File: src/rtl/commit_trace_buf.sv
// Retire-side commit trace FIFO with stop-PC / cycle-budget run control.
// Define TRACE_WRAP_EN to overwrite the oldest entry on overflow instead of dropping the newest.
module commit_trace_buf #(
  parameter int          DEPTH      = 16,
  parameter logic [31:0] STOP_PC    = 32'h0000_0198,
  parameter int          MAX_CYCLES = 1000
) (
  input  logic                       clk,
  input  logic                       rstn,
  input  logic                       commit_valid,
  input  logic [31:0]                commit_pc,
  input  logic [31:0]                commit_instr,
  input  logic [4:0]                 commit_rd,
  input  logic                       commit_we,
  input  logic [31:0]                commit_wdata,
  input  logic                       rd_en,
  output logic [31:0]                trace_pc,
  output logic [31:0]                trace_instr,
  output logic [4:0]                 trace_rd,
  output logic                       trace_we,
  output logic [31:0]                trace_wdata,
  output logic                       empty,
  output logic                       full,
  output logic [$clog2(DEPTH):0]     count,
  output logic                       halted,
  output logic                       timeout,
  output logic                       overflow
);
  localparam int AW = $clog2(DEPTH);
  localparam int CW = AW + 1;
  localparam logic [CW-1:0] FULL_CNT = CW'(DEPTH);
  localparam logic [31:0]   CYC_LAST = 32'(MAX_CYCLES - 1);

  localparam logic [1:0] ST_RUN  = 2'd0;
  localparam logic [1:0] ST_HALT = 2'd1;
  localparam logic [1:0] ST_TOUT = 2'd2;

  typedef struct packed {
    logic [31:0] pc;
    logic [31:0] instr;
    logic [4:0]  rd;
    logic        we;
    logic [31:0] wdata;
  } entry_t;

  entry_t          mem_q [DEPTH];
  entry_t          head_q, head_d, new_ent;
  logic [AW-1:0]   wr_ptr_q, wr_ptr_d, rd_ptr_q, rd_ptr_d;
  logic [CW-1:0]   count_q, count_d;
  logic [1:0]      state_q, state_d;
  logic [31:0]     cyc_q, cyc_d;
  logic            ovf_q, ovf_d;
  logic            running, push, pop, full_w, empty_w, stop_hit, wr_en, head_upd;

  always_comb begin
    new_ent  = '{pc: commit_pc, instr: commit_instr, rd: commit_rd,
                 we: commit_we, wdata: commit_wdata};
    running  = (state_q == ST_RUN);
    empty_w  = (count_q == '0);
    full_w   = (count_q == FULL_CNT);
    push     = commit_valid && running;
    pop      = rd_en && !empty_w;
    stop_hit = push && (commit_pc == STOP_PC);

    wr_en    = 1'b0;
    wr_ptr_d = wr_ptr_q;
    rd_ptr_d = rd_ptr_q;
    count_d  = count_q;
    ovf_d    = ovf_q;

    if (push && full_w && !pop) begin
      ovf_d = 1'b1;
`ifdef TRACE_WRAP_EN
      // Overwrite the oldest slot; count stays at DEPTH.
      wr_en    = 1'b1;
      wr_ptr_d = wr_ptr_q + 1'b1;
      rd_ptr_d = rd_ptr_q + 1'b1;
`endif
    end else begin
      if (push) begin
        wr_en    = 1'b1;
        wr_ptr_d = wr_ptr_q + 1'b1;
      end
      if (pop) rd_ptr_d = rd_ptr_q + 1'b1;
      if (push && !pop)      count_d = count_q + 1'b1;
      else if (!push && pop) count_d = count_q - 1'b1;
    end

    // Head register gives fall-through output and holds its value once drained.
    // A new head that is being written this cycle is bypassed from the input.
    head_upd = (rd_ptr_d != rd_ptr_q) || empty_w;
    head_d   = head_q;
    if (head_upd && count_d != '0)
      head_d = (wr_en && rd_ptr_d == wr_ptr_q) ? new_ent : mem_q[rd_ptr_d];

    state_d = state_q;
    cyc_d   = cyc_q;
    if (running) begin
      cyc_d = cyc_q + 32'd1;
      if (stop_hit)               state_d = ST_HALT;
      else if (cyc_q == CYC_LAST) state_d = ST_TOUT;
    end
  end

  always_ff @(posedge clk) begin
    if (!rstn) begin
      wr_ptr_q <= '0;
      rd_ptr_q <= '0;
      count_q  <= '0;
      ovf_q    <= 1'b0;
      head_q   <= '0;
      state_q  <= ST_RUN;
      cyc_q    <= '0;
    end else begin
      wr_ptr_q <= wr_ptr_d;
      rd_ptr_q <= rd_ptr_d;
      count_q  <= count_d;
      ovf_q    <= ovf_d;
      head_q   <= head_d;
      state_q  <= state_d;
      cyc_q    <= cyc_d;
    end
  end

  always_ff @(posedge clk) begin
    if (rstn && wr_en) mem_q[wr_ptr_q] <= new_ent;
  end

  assign trace_pc    = head_q.pc;
  assign trace_instr = head_q.instr;
  assign trace_rd    = head_q.rd;
  assign trace_we    = head_q.we;
  assign trace_wdata = head_q.wdata;
  assign empty       = (count_q == '0);
  assign full        = (count_q == FULL_CNT);
  assign count       = count_q;
  assign halted      = (state_q == ST_HALT);
  assign timeout     = (state_q == ST_TOUT);
  assign overflow    = ovf_q;
endmodule
File: config.mk
export PLATFORM = sky130hd
export DESIGN_NAME = commit_trace_buf
export DESIGN_NICKNAME = d
export VERILOG_FILES = /design/src/rtl/commit_trace_buf.sv
export SDC_FILE = /design/constraint.sdc
export NUM_CORES = 2
export LEC_CHECK = 0
export BUFFER_PORTS_ARGS = -buffer_cell sky130_fd_sc_hd__buf_2
export CORE_MARGIN = 2
export CORE_UTILIZATION = 65
export CTS_BUF_LIST = sky130_fd_sc_hd__clkbuf_4 sky130_fd_sc_hd__clkbuf_8
export CTS_CLUSTER_SIZE = 28
export DETAILED_ROUTE_END_ITERATION = 10
export PLACE_DENSITY_LB_ADDON = 0.2
export SETUP_SLACK_MARGIN = 0.02
export SYNTH_ARGS = -nofsm -noshare
export SYNTH_HDL_FRONTEND = slang
export SYNTH_SLANG_ARGS = --single-unit
File: constraint.sdc
create_clock -name clk -period 23.8 [get_ports clk]
set_input_delay 4.76 -clock clk [delete_from_list [all_inputs] [get_ports clk]]
set_output_delay 4.76 -clock clk [all_outputs]
set_load 0.05 [all_outputs]
# Yosys cells after proc, flatten, opt, wreduce, memory -nomap -nowiden
# Memory sizes are Yosys's and may differ from the RTL's. A register that Yosys moved wholly into a read port is not among the register bits.
# Cells that the tools add are included.
# word_totals
ff_bits	48
ramBits	1632
input_bits	106
out_inout_bits	112
wordCells	50
n_memories	1
# classes
n_addsub	5
eq_ne	6
n_mux	11
bitwise	1
reduce_logical	20
# mem_list
name	depth	width	rd	rd_clocked_by_memory_dff	wr	line	source
mem_q	16	102	1	1	1	46	entry_t mem_q [DEPTH];
# op_table
op	n
32-bit by 1-bit adder with 32-bit output (second input constant)	1
32-bit by 10-bit == test with 1-bit output (second input constant)	1
32-bit by 9-bit == test with 1-bit output (second input constant)	1
5-bit 2-to-1 mux	3
1-bit logical AND	9
4-bit by 1-bit adder with 4-bit output (second input constant)	2
4-bit 2-to-1 mux	2
5-bit by 1-bit adder with 5-bit output (second input constant)	1
5-bit == test (second input constant)	1
5-bit zero test	1
5-bit nonzero test	1
5-bit by 1-bit subtractor with 5-bit output (second input constant)	1
1-bit zero test	4
1-bit 2-to-1 mux	4
2-bit 2-to-1 mux	2
4-bit inequality test	1
2-bit AND reduction	2
2-bit by 1-bit == test with 1-bit output (second input constant)	1
2-bit == test (second input constant)	1
2-bit zero test	1
2-bit nonzero test	1
1-bit logical OR	1
1-bit NOT	1

# Depth between registers and ports, before layout
# depth
ltp_word	9
depth_mapped	16
depth_no_buf	10

# Least setup slack after synthesis
# OpenSTA, ideal clock, no wires.
# synth_timing
path_type	input-to-reg
start	input commit_valid
end	memory mem_q[15][0] (netlist name) (enable)
arrival_ns	10.374
path_slack_ns	12.862
cell_stages	5
n_path_buf	1
cell_sequence	or3b_2 -> buf_2 -> a31oi_1 -> nand2_1 -> nor2_1
# synth_between
elab_chain_len	7
# synth_lines
element	line	source
from (decl)	10	input logic commit_valid,
1-bit logical AND *	61	push = commit_valid && running;
1-bit logical AND (2 in series)	71	if (push && full_w && !pop) begin
1-bit 2-to-1 mux *	71	
1-bit logical AND *	126	if (rstn && wr_en) mem_q[wr_ptr_q] <= new_ent;
1-bit 2-to-1 mux *	126	
1-bit 2-to-1 mux (implied by the code) *	126	
to (decl)	46	
# Every way passes the cells marked *; elsewhere a longest branch is shown, timed or not.

# Worst setup path in the final report
# layout_timing
start	input commit_valid
end	memory mem_q[13][28] (netlist name) (enable)
# Same word-level chain as after synthesis.

==> impl_metrics.py <==
metrics = {
    "logic_synthesis": {
        "synth_cells": 4370,
        "yosysUniqueCellTypes": 61,
        "synth_nets": 4484,
        "syn-cell-area_sq_um": 76900,
        "ys.flop_type": "edfxtp_1",
        "async_flop_share_pct": 0,
        "avgSynthCellArea_sq_um": 17.6,
        "synth_edf_count": 1632,
        "yosysSeqAreaShare_pct": 67.7,
        "synth_seq_cells": 1782,
        "yosys_warnings": 0,
    },
    "sta": {
        "worst_pin_slew_ps": 1220,
        "setup_viol": 0,
        "drv_slew": 0,
        "rsz0062_at_grt": "no",
        "max_freq_ghz": 0.118,
        "hold_viol": 0,
        "finalClockSkew_ps": 49.4,
        "finalCritPeriodShare_pct": 35.6,
        "slew_headroom_pct": 18.8,
        "period_minus_slack_ps": 8480,
        "tns_ps": 0,
    },
    "power": {
        "power_switching_uw": 2980,
        "finalPower_uw": 9000,
        "clkPwrFrac_pct": 29.2,
        "comb_power_share_pct": 30.6,
        "seq_power_share_pct": 40.2,
        "power_density_nw_per_um2": 106,
        "vdd_drop_max_mv": 0.106,
        "internal_power_uw": 6020,
        "power_leakage_uw": 0.0276,
        "p_sw_share_pct": 33.1,
    },
    "critical_path": {
        "endpoint_kind": "register",
        "path_class": "input port to register",
        "worstPathRequired_ps": 24400,
        "r2r-start": "rd_ptr_q[1]$_SDFF_PN0_",
        "startpoint_type": "input port",
        "reg2reg_depth": 11,
        "critPathArrivalTime_ps": 9080,
        "reg2reg_slack_ps": 18340,
        "r2r-end": "trace_instr[10]$_SDFFE_PN0P_",
        "cp_max_fo": 56,
    },
    "run_status": {
        "outcome": "complete, no violations",
    },
    "detailed_routing": {
        "top_layer_used": "met5",
        "viasPerCell": 7.31,
        "met3_length_microns": 24600,
        "dr.pass1.iters": 8,
        "dr_wl_met2_microns": 96700,
        "drt_iter0_drc": 6250,
        "wire_per_inst_microns": 31.7,
        "wl_met1_microns": 72700,
        "num_vias": 46584,
        "ant_nets": 0,
        "totalWireLength_microns": 202000,
        "remaining_drc_errors": 0,
    },
    "clock_tree": {
        "cts.sinks": 1782,
        "clock_path_buffers": 4,
        "clk_pin_slew_worst_paths_ps": 60,
        "cts_setup_buffers": 0,
        "holdBufCountCts": 0,
        "ctsResizeCount": 0,
        "ctsRootBufferMaster": "clkbuf_8",
        "clock_latency_ps": 1020,
        "cts_made_buffers": 294,
        "cts_htree_levels": 5,
        "cts_tree": "done",
    },
    "layout": {
        "final_core_util_pct": 72.3,
        "drive_gt1_share_pct": 31.8,
        "layout_commonest_cell": "edfxtp_1",
        "nets": 4725,
        "final_cell_mix": "edfxtp_1 (1632), mux4_2 (422), clkbuf_8 (323)",
        "fin_cells": 6373,
        "synthToLayoutAreaGrowth_pct": 10.6,
    },
    "floorplan": {
        "initial_utilization_pct": 65.4,
        "design.portCount": 218,
        "rows": 126,
        "core_sq_um": 118000,
        "die_h_microns": 348,
        "die_w_microns": 348,
        "fp.dieArea_sq_um": 121000,
    },
    "global_routing": {
        "grt_antenna_before_repair": 32,
        "grt_max_degree": 102,
        "track_usage_pct": 33.5,
        "grt_pass1_vias": 46300,
        "overflow": 0,
        "grt_first_pass_wirelength_microns": 296000,
    },
    "worst_hold_path": {
        "min_from": "cyc_q[9]$_SDFFE_PN0N_",
        "hold_path.class": "register to register",
        "whs_path_depth": 2,
        "worstHoldEndpoint": "cyc_q[9]$_SDFFE_PN0N_",
    },
    "placement": {
        "port_buffers": 217,
        "placed_cells": 5851,
        "hpwlAfterDp_microns": 105000,
        "gp_congestion": 0.788,
    },
    "job": {
        "cap_violations": 0,
    },
}
## stage by stage
| stage | hold WS, ps | cell area (sq um) | setup slack, ps |
|---|---|---|---|
| 5_1_grt | 547 | 85000 | 15270 |
| 6_report | 511 | 85000 | 15320 |
| 3_5_place_dp | 499 | 79300 | 14480 |
| 2_1_floorplan | 479 | 76900 | 12860 |
| 3_3_place_gp | 494 | 79300 | 14600 |
| 4_1_cts | 516 | 85000 | 15500 |
## cell families after synthesis
group | Yosys count | share of synthesized area [%]
buf+inv | 378 | 2.17
fa+ha+maj | 9 | 0.143
flops | 1782 | 67.7
simple gates | 446 | 2.93
compound gates | 861 | 8.26
mux | 849 | 18.3
xor+xnor | 45 | 0.513
## power groups by stage
stage               Combinational, uW  Sequential [uW]  Clock, uW
finish                           2750             3620       2630
global route                     2900             3630       2770
CTS                              2730             3620       2650
detailed placement               2720             3680          0
global placement                 2660             3680          0
floorplan                        1850             3870          0
## worst max-delay path: stages
cell,delay (ps)
buf_2,90
or3b_2,630
a31oi_1,660
nand2_1,430
nor2_4,830
buf_4,580
buf_4,940
## worst max path at each step
stage                            start                      end  slack, ps  cells past startpoint
after CTS                        rd_en  mem_q[13][28]$_DFFE_PP_      15500                      7
final                     commit_valid  mem_q[13][28]$_DFFE_PP_      15320                      7
after global routing             rd_en  mem_q[13][80]$_DFFE_PP_      15270                      7
after floorplan           commit_valid   mem_q[15][0]$_DFFE_PP_      12860                      5
after global placement    commit_valid  mem_q[13][45]$_DFFE_PP_      14600                      7
after detailed placement         rd_en  mem_q[13][25]$_DFFE_PP_      14480                      7
## registers in the layout, indices dropped and copies added, names as in the netlist
name and count:
mem_q 1632, cyc_q 32, trace_instr 32, trace_pc 32, trace_wdata 32, count 5
trace_rd 5, rd_ptr_q 4, wr_ptr_q 4, state_q 2, overflow 1, trace_we 1
## synth_stat cells (all sizes together) (69+ instances only)
library cell | n | share of area (%)
dfxtp | 150 | 3.9
clkbuf | 247 | 1.2
nor2 | 75 | 0.39
nand2 | 147 | 0.72
mux2i | 188 | 2.4
mux4 | 422 | 12
mux2 | 239 | 3.5
edfxtp | 1632 | 64
o21ai | 142 | 0.92
a31oi | 111 | 0.90
o221ai | 135 | 1.5
a211oi | 75 | 0.73
a211o | 114 | 1.3
o22ai | 99 | 0.81
and3 | 69 | 0.56
buf | 119 | 0.89
## metal layers
layer	GRT usage, %	up-vias
met2	53.0	3280
met3	7.83	550
met5	0	-
met4	13.9	32
met1	45.5	23789
li1	-	18933
## final cells by class
type / instances / area (sq um)
repair buffers: 311 / 1810
well taps: 1536 / 1920
multi-input cells: 2210 / 23500
clock inverters: 70 / 382
fillers: 7015 / 32600
diodes: 13 / 32.5
clock buffers: 439 / 5320
inverters: 12 / 45.0
flip-flops and latches: 1782 / 52000
(Power assumes the default switching activity.)
